==> config.mk <==
export PLATFORM = sky130hd
export DESIGN_NAME = fsm_pattern_sequencer
export DESIGN_NICKNAME = d
export VERILOG_FILES = /design/src/rtl/fsm_pattern_sequencer.sv
export SDC_FILE = /design/constraint.sdc
export NUM_CORES = 1
export LEC_CHECK = 0
export ABC_AREA = 1
export BUFFER_PORTS_ARGS = -buffer_cell sky130_fd_sc_hd__buf_4
export CORE_MARGIN = 1.5
export CORE_UTILIZATION = 49
export DETAILED_ROUTE_END_ITERATION = 10
export GPL_ROUTABILITY_DRIVEN = 0
export PLACE_DENSITY = 0.75
export SETUP_SLACK_MARGIN = 0.2
export SLEW_MARGIN = 20
export SYNTH_ARGS = -nofsm -noshare
export SYNTH_HDL_FRONTEND = slang
export SYNTH_SLANG_ARGS = --single-unit
==> constraint.sdc <==
create_clock -name clk -period 1.5 [get_ports clk]
set_input_delay 0.15 -clock clk [delete_from_list [all_inputs] [get_ports clk]]
set_output_delay 0.15 -clock clk [all_outputs]
set_load 0.01 [all_outputs]
==> src/rtl/fsm_pattern_sequencer.sv <==
// Run controller for the serial detector FSM: resets it, shifts a pattern in,
// and collects the per-bit Moore response plus its population count.
module fsm_pattern_sequencer #(
    parameter int N_BITS    = 8,
    parameter bit LSB_FIRST = 1'b1
) (
    input  logic                        clk,
    input  logic                        rst,
    input  logic                        start,
    input  logic [N_BITS-1:0]           pattern,
    input  logic                        abort,
    input  logic                        d_in,
    output logic                        s_out,
    output logic                        fsm_rst,
    output logic                        busy,
    output logic                        done,
    output logic                        aborted,
    output logic [N_BITS-1:0]           response,
    output logic [$clog2(N_BITS+1)-1:0] ones_cnt
);

    localparam int CW = $clog2(N_BITS + 1);
    localparam int KW = $clog2(N_BITS);
    localparam logic [KW-1:0] KLAST = KW'(N_BITS - 1);

    typedef enum logic [2:0] {
        IDLE  = 3'd0,
        CLR   = 3'd1,
        DRIVE = 3'd2,
        FLUSH = 3'd3,
        DONE  = 3'd4
    } state_e;

    state_e              state_q, state_d;
    logic [KW-1:0]       k_q, k_d;
    logic [N_BITS-1:0]   pat_q, pat_d;
    logic [N_BITS-1:0]   resp_q, resp_d;
    logic [CW-1:0]       cnt_q, cnt_d;
    logic                abt_q, abt_d;
    logic                s_out_q, s_out_d;
    logic                frst_q, frst_d;
    logic                busy_q, busy_d;
    logic                done_q, done_d;

    logic                samp;
    logic [KW-1:0]       samp_idx;
    logic [KW-1:0]       sel;
    logic                bad;
    logic                run;

    assign run = (state_q == CLR) || (state_q == DRIVE) ||
                 (state_q == FLUSH);

    always_comb begin
        state_d  = state_q;
        k_d      = k_q;
        pat_d    = pat_q;
        resp_d   = resp_q;
        cnt_d    = cnt_q;
        abt_d    = abt_q;
        samp     = 1'b0;
        samp_idx = '0;
        bad      = 1'b0;

        unique case (state_q)
            IDLE: begin
                if (start) begin
                    state_d = CLR;
                    pat_d   = pattern;
                    resp_d  = '0;
                    cnt_d   = '0;
                    abt_d   = 1'b0;
                end
            end
            CLR: begin
                state_d = DRIVE;
                k_d     = '0;
            end
            DRIVE: begin
                // d_in lags the driven bit by one cycle
                samp     = (k_q != '0);
                samp_idx = k_q - 1'b1;
                if (k_q == KLAST) begin
                    state_d = FLUSH;
                end else begin
                    k_d = k_q + 1'b1;
                end
            end
            FLUSH: begin
                samp     = 1'b1;
                samp_idx = KLAST;
                state_d  = DONE;
            end
            DONE: begin
                state_d = IDLE;
            end
            default: begin
                state_d = IDLE;
                k_d     = '0;
                pat_d   = '0;
                resp_d  = '0;
                cnt_d   = '0;
                abt_d   = 1'b0;
                bad     = 1'b1;
            end
        endcase

        if (samp) begin
            resp_d[samp_idx] = d_in;
            cnt_d = cnt_q + CW'(d_in);
        end

        if (abort && run) begin
            state_d = IDLE;
            abt_d   = 1'b1;
        end
    end

    // Outputs are registered from the next state
    always_comb begin
        sel     = LSB_FIRST ? k_d : (KLAST - k_d);
        s_out_d = (state_d == DRIVE) ? pat_d[sel] : 1'b0;
        frst_d  = (state_d == CLR) || bad;
        busy_d  = (state_d == CLR) || (state_d == DRIVE) ||
                  (state_d == FLUSH);
        done_d  = (state_d == DONE);
    end

    always_ff @(posedge clk) begin
        if (rst) begin
            state_q <= IDLE;
            k_q     <= '0;
            pat_q   <= '0;
            resp_q  <= '0;
            cnt_q   <= '0;
            abt_q   <= 1'b0;
            s_out_q <= 1'b0;
            frst_q  <= 1'b1;
            busy_q  <= 1'b0;
            done_q  <= 1'b0;
        end else begin
            state_q <= state_d;
            k_q     <= k_d;
            pat_q   <= pat_d;
            resp_q  <= resp_d;
            cnt_q   <= cnt_d;
            abt_q   <= abt_d;
            s_out_q <= s_out_d;
            frst_q  <= frst_d;
            busy_q  <= busy_d;
            done_q  <= done_d;
        end
    end

    assign s_out    = s_out_q;
    assign fsm_rst  = frst_q;
    assign busy     = busy_q;
    assign done     = done_q;
    assign aborted  = abt_q;
    assign response = resp_q;
    assign ones_cnt = cnt_q;

endmodule

-- After elaboration in Yosys (flattened, before gate mapping)
Cells that the tools add are included.
- add/sub/neg operators: 3
- multipliers: 0
- divide/modulo/power cells: 0
- order comparisons: 3
- equal/unequal tests: 13
- shift-type cells: 0
- mux-type cells: 25
- bitwise logic cells: 1
- reduce and logical (&&, ||, !) cells: 15
- operator list (operator ; count):
    $pmux 8 s2 ; 2
    $mux 8 ; 3
    $eq 3x2->1 const B ; 4
    $mux 3 ; 4
    $pmux 3 s2 ; 2
    $pmux 3 s4 ; 1
    $eq 3x3->1 const B ; 3
    $bwmux 8 ; 1
    $lt 3x4->1 const B ; 2
    $mux 4 ; 2
    $pmux 4 s2 ; 1
    $eq 3x1->1 const B ; 2
    $ne 3x3->1 const B ; 2
    $logic_or 1x1->1 ; 5
    $mux 1 ; 5
    $reduce_or 5->1 ; 1
    $add 4x1->4 ; 1
    $ne 2x1->1 const B ; 2
    $pmux 1 s2 ; 2
    $reduce_and 2->1 ; 2
    $reduce_or 4->1 ; 1
    $add 3x1->3 const B ; 1
    $bmux 1 s3 ; 1
    $demux 1 s3 ; 1
    other kinds (8) ; 9
- flip-flop bits (word level): 31
- bits in latches: 0
- RAM bits: 0
- memory bits (read-only): 0
- bits of input ports: 13
- output and inout bits: 17
- word-level logic and storage cells: 70
- memories kept: 0

-- Depth between registers and ports, before layout
- word-level depth: 8
- mapped depth: 10

-- Worst setup path before layout
Ideal clock, no wire load.
- path type: register to register
- start point: register k_q[0]
- end point: register s_out_q, in the netlist s_out
- arrival: 1.435 ns
- required time: 1.384 ns
- slack: -0.052 ns
- cell stages (with the launch flop): 11
- buffers on the path: 0
- path through: dfxtp_1 inv_1 ha_1 inv_1 nand2_1 o21ai_0 nor2_1 a21oi_1 nand3_1 nand3_1 a21oi_1
- word-level cells in the longest chain between the ends: 7
- ends and longest elaborated chain (item ; RTL line ; RTL):
    from (decl) ; 35 ; logic [KW-1:0] k_q, k_d;
    from (signal assigned) ; 143 ; k_q <= k_d;
    branches (longest 7 deep; another with $add 3x1->3) ; n/a ;
    to (signal assigned) ; 148 ; s_out_q <= s_out_d;
    to (decl) ; 40 ; logic s_out_q, s_out_d;
Several ways; the timed one is not identified. The select of a mux whose other input is x is not followed.
A chain may end at the register's enable or synchronous reset.

-- Final worst setup path
- start point: register state_q[2]
- end point: register resp_q[7], in the netlist response[7]
- word-level cells in the longest chain between the ends: 8
- ends and longest elaborated chain (item ; RTL line ; RTL):
    from (decl) ; 34 ; state_e state_q, state_d;
    from (signal assigned) ; 142 ; state_q <= state_d;
    $eq 3x2->1 ; 65 ; unique case (state_q)
    $pmux 3 s2 ; 65 ;
    $lt 3x4->1 (not written as such) / $ge 3x1->1 (equally long branches) ; 109 ; resp_d[samp_idx] = d_in;
    $logic_and 1x1->1 (not written as such) ; 109 ;
    $mux 1 (not written as such) ; 109 ;
    $demux 1 s3 ; 109 ;
    $bwmux 8 ; 109 ;
    $mux 8 (*) ; 108 ; if (samp) begin
    to (signal assigned) ; 145 ; resp_q <= resp_d;
    to (decl) ; 37 ; logic [N_BITS-1:0] resp_q, resp_d;
Every way passes the cells marked *; elsewhere a longest branch is shown, timed or not.

==> impl_metrics.yaml <==
run_status:
  status: "finished, final reports clean"
cells_and_area:
  final_common_cell: "nand2_1"
  final_cell_mix: "49 x nand2_1, 46 x buf_4, 25 x dfxtp_1"
  fin_area_um2: 2290
  num-nets-final: 292
  drive_gt1_frac: 0.400
  fillers: 216
  n_antenna_cell: 0
  area_growth_pct: 48.8
  final_util: 0.757
worst_setup_path:
  cp-end-kind: "flip-flop"
  cp_data_arrival_time_ns: 1.71
  worstReg2RegEnd: "response[7]"
  rrSetupSlack_ns: 0.04
  cp-start-kind: "flip-flop"
  worstSetupPathType: "flip-flop to flip-flop"
  r2r-start: "state_q[2]"
  cpPeakStageDelay_ns: 0.37
  path_common_cell: "nor2_4"
  path_cells: "inv_6 -> nand2_4 -> nor2_4 -> inv_4 -> o21ai_4 -> inv_2 -> nor2_4 -> nand2_1 -> o21ai_1 -> a21oi_1"
  critical_path_required_ns: 1.75
  ff2ff_path_depth: 10
  cp_max_fo: 5
  critPathSlowestCell: "dfxtp_4"
min_path:
  hold_end: "pat_q[0]"
  worstHoldStart: "pattern[0]"
  hold_depth: 3
  min_path_type: "input pin to flip-flop"
die:
  die_area_um2: 3490
  start_util: 0.509
  die_h_um: 59.1
  num_rows: 20
  core_um2: 3030
  ioPinCount: 30
  die_width_um: 59.1
cts:
  htree_levels: 2
  cts_tree: "built"
  clock_sinks: 31
  clock_path_buffers: 2
  insertion_delay_ns: 0.35
  numCtsBuffers: 5
  path_clk_slew_ns: 0.10
  root_buffer: "clkbuf_4"
pwr:
  leakagePower_nw: 1.01
  pwr-share-clk: 0.382
  p_seq_frac: 0.469
  total_power_w: 0.00183
  switching_share: 0.261
  power_density_nw_per_um2: 798
  pwr-share-comb: 0.149
  p_sw_w: 0.000478
  ir_worst_vdd_mv: 0.643
  internal-power_w: 0.00135
timing:
  period_share: 0.975
  maxSlewHeadroom: 0.823
  setup-violations-final: 0
  max_freq_mhz: 683
  hold_viol: 0
  skew_ns: 0.00331
  worst_slew_pin_slew_ns: 0.266
  slew_viol_final: 0
  rsz0062_at_grt: "true"
  final.setup.worst_slack_ns: 0.0368
  finalCriticalPeriod_ns: 1.46
drt:
  drt-vias-per-instance: 5.02
  drt_iter0_markers: 72
  drt_wl_total_um: 4080
  via_count: 1601
  postRouteAntennaNets: 0
  drt_first_pass_iters: 4
  routedWlPerCell_um: 12.8
  drc: 0
synth:
  synth_warnings: 0
  syn-mean-instance-area_um2: 7.01
  syn_inst: 220
  ys_seq_elements: 31
  ys_types: 27
  syn_area_um2: 1540
  synth-seq-area-share: 0.403
  synth.net_count: 238
placed_design:
  dpl_cell_area_um2: 1900
  pre_cts_ws_ns: -0.0313
  dpl.hpwl_um: 2490
  io_buffers: 29
global_routing:
  gr-usage-all-layers: 0.241
  grt_pass1_wl_um: 6110
  grt_overflow: 0
  antenna_found_initial: 0
  first_global_vias: 1412
  grt_max_degree: 23
job:
  maxCapViolations: 0
## routing by layer
layer  track usage  vias up  part of all wire
met2         0.383       38              0.51
met1         0.298      722              0.42
met4         0.143        0             0.028
li1              -      829                 -
met3        0.0546       12             0.040
met5             0        -                 0
## state kept, by name (all words and copies together), names as in the netlist
register / flops
k_q: 3
pat_q: 8
state_q: 3
done: 1
aborted: 1
ones_cnt: 4
s_out: 1
response: 8
busy: 1
fsm_rst: 1
## per-stage QoR
step                setup TNS, ns  hold slack (ns)  std cells
floorplan                       0            0.222        220
global placement        -0.000671            0.340        294
detailed placement        -0.0394            0.346        294
CTS                             0           0.0646        313
global route               -0.261           0.0777        319
finish                          0           0.0749        319
## area by class of cell
cell class | instances | area, µm² | area share
timing repair buffer | 50 | 398 | 0.173
multi-input combinational | 160 | 1000 | 0.436
tap | 44 | 55.1 | 0.0240
inverter | 26 | 113 | 0.0491
clock inverter | 2 | 35.0 | 0.0153
clock buffer | 6 | 51.3 | 0.0224
sequential | 31 | 641 | 0.279
## synth_stat cells, drive strengths merged
library cell,instances,share of area
xor2,1,0.0057
buf,3,0.012
a22oi,1,0.0049
nor2,24,0.070
xnor2,2,0.011
nor3,3,0.0097
nand3,24,0.081
a32oi,1,0.0057
o211a,1,0.0065
ha,5,0.041
a21oi,18,0.058
clkbuf,1,0.0024
or2,1,0.0041
inv,26,0.063
nor4,1,0.0041
nand2,58,0.15
o21ai,18,0.066
dfxtp,31,0.40
o22ai,1,0.0041
## kinds of logic (layout without fill, tap and decap cells)
family / after synthesis / after routing / share of synthesized area
XOR/XNOR: 3 / 3 / 0.0170
adder cells (fa/ha/maj): 5 / 5 / 0.0406
AND/OR/NAND/NOR: 111 / 112 / 0.317
flip-flops: 31 / 31 / 0.403
buffers and inverters: 30 / 84 / 0.0779
AO/OA/AOI/OAI: 40 / 40 / 0.145
## power by group through the flow
stage,clock network (W),logic [W],registers [W]
6_report,0.000700,0.000272,0.000859
5_1_grt,0.000746,0.000304,0.000862
4_1_cts,0.000709,0.000234,0.000858
3_5_place_dp,0,0.000216,0.000879
3_3_place_gp,0,0.000216,0.000878
2_1_floorplan,0,0.000135,0.000880
## worst max-delay path, delay by kind of cell (launching register included)
kind / cells / cell delay, ns
flops: 1 / 0.37
compound gates: 3 / 0.35
buf+inv: 3 / 0.22
simple gates: 4 / 0.40
## repair_timing
action                     CTS  global route
setup endpoints to repair   18            18
hold endpoints to repair     2             0
pin swaps                    5            11
gates resized for setup     21            23
setup buffers               10             5
cloned                       0             1
hold buffers                 1             0
## worst max path at each step
stage	from	endpoint	slack, ns	cells after the start
5_1_grt	state_q[2]	response[7]	-0.07	10
3_3_place_gp	state_q[1]	s_out	-0.0007	9
6_report	state_q[2]	response[7]	0.04	10
2_1_floorplan	k_q[0]	response[4]	0.18	9
3_5_place_dp	state_q[0]	s_out	-0.03	9
4_1_cts	k_q[0]	response[5]	0.10	9
Note: power is estimated with default switching activity, not from simulation.
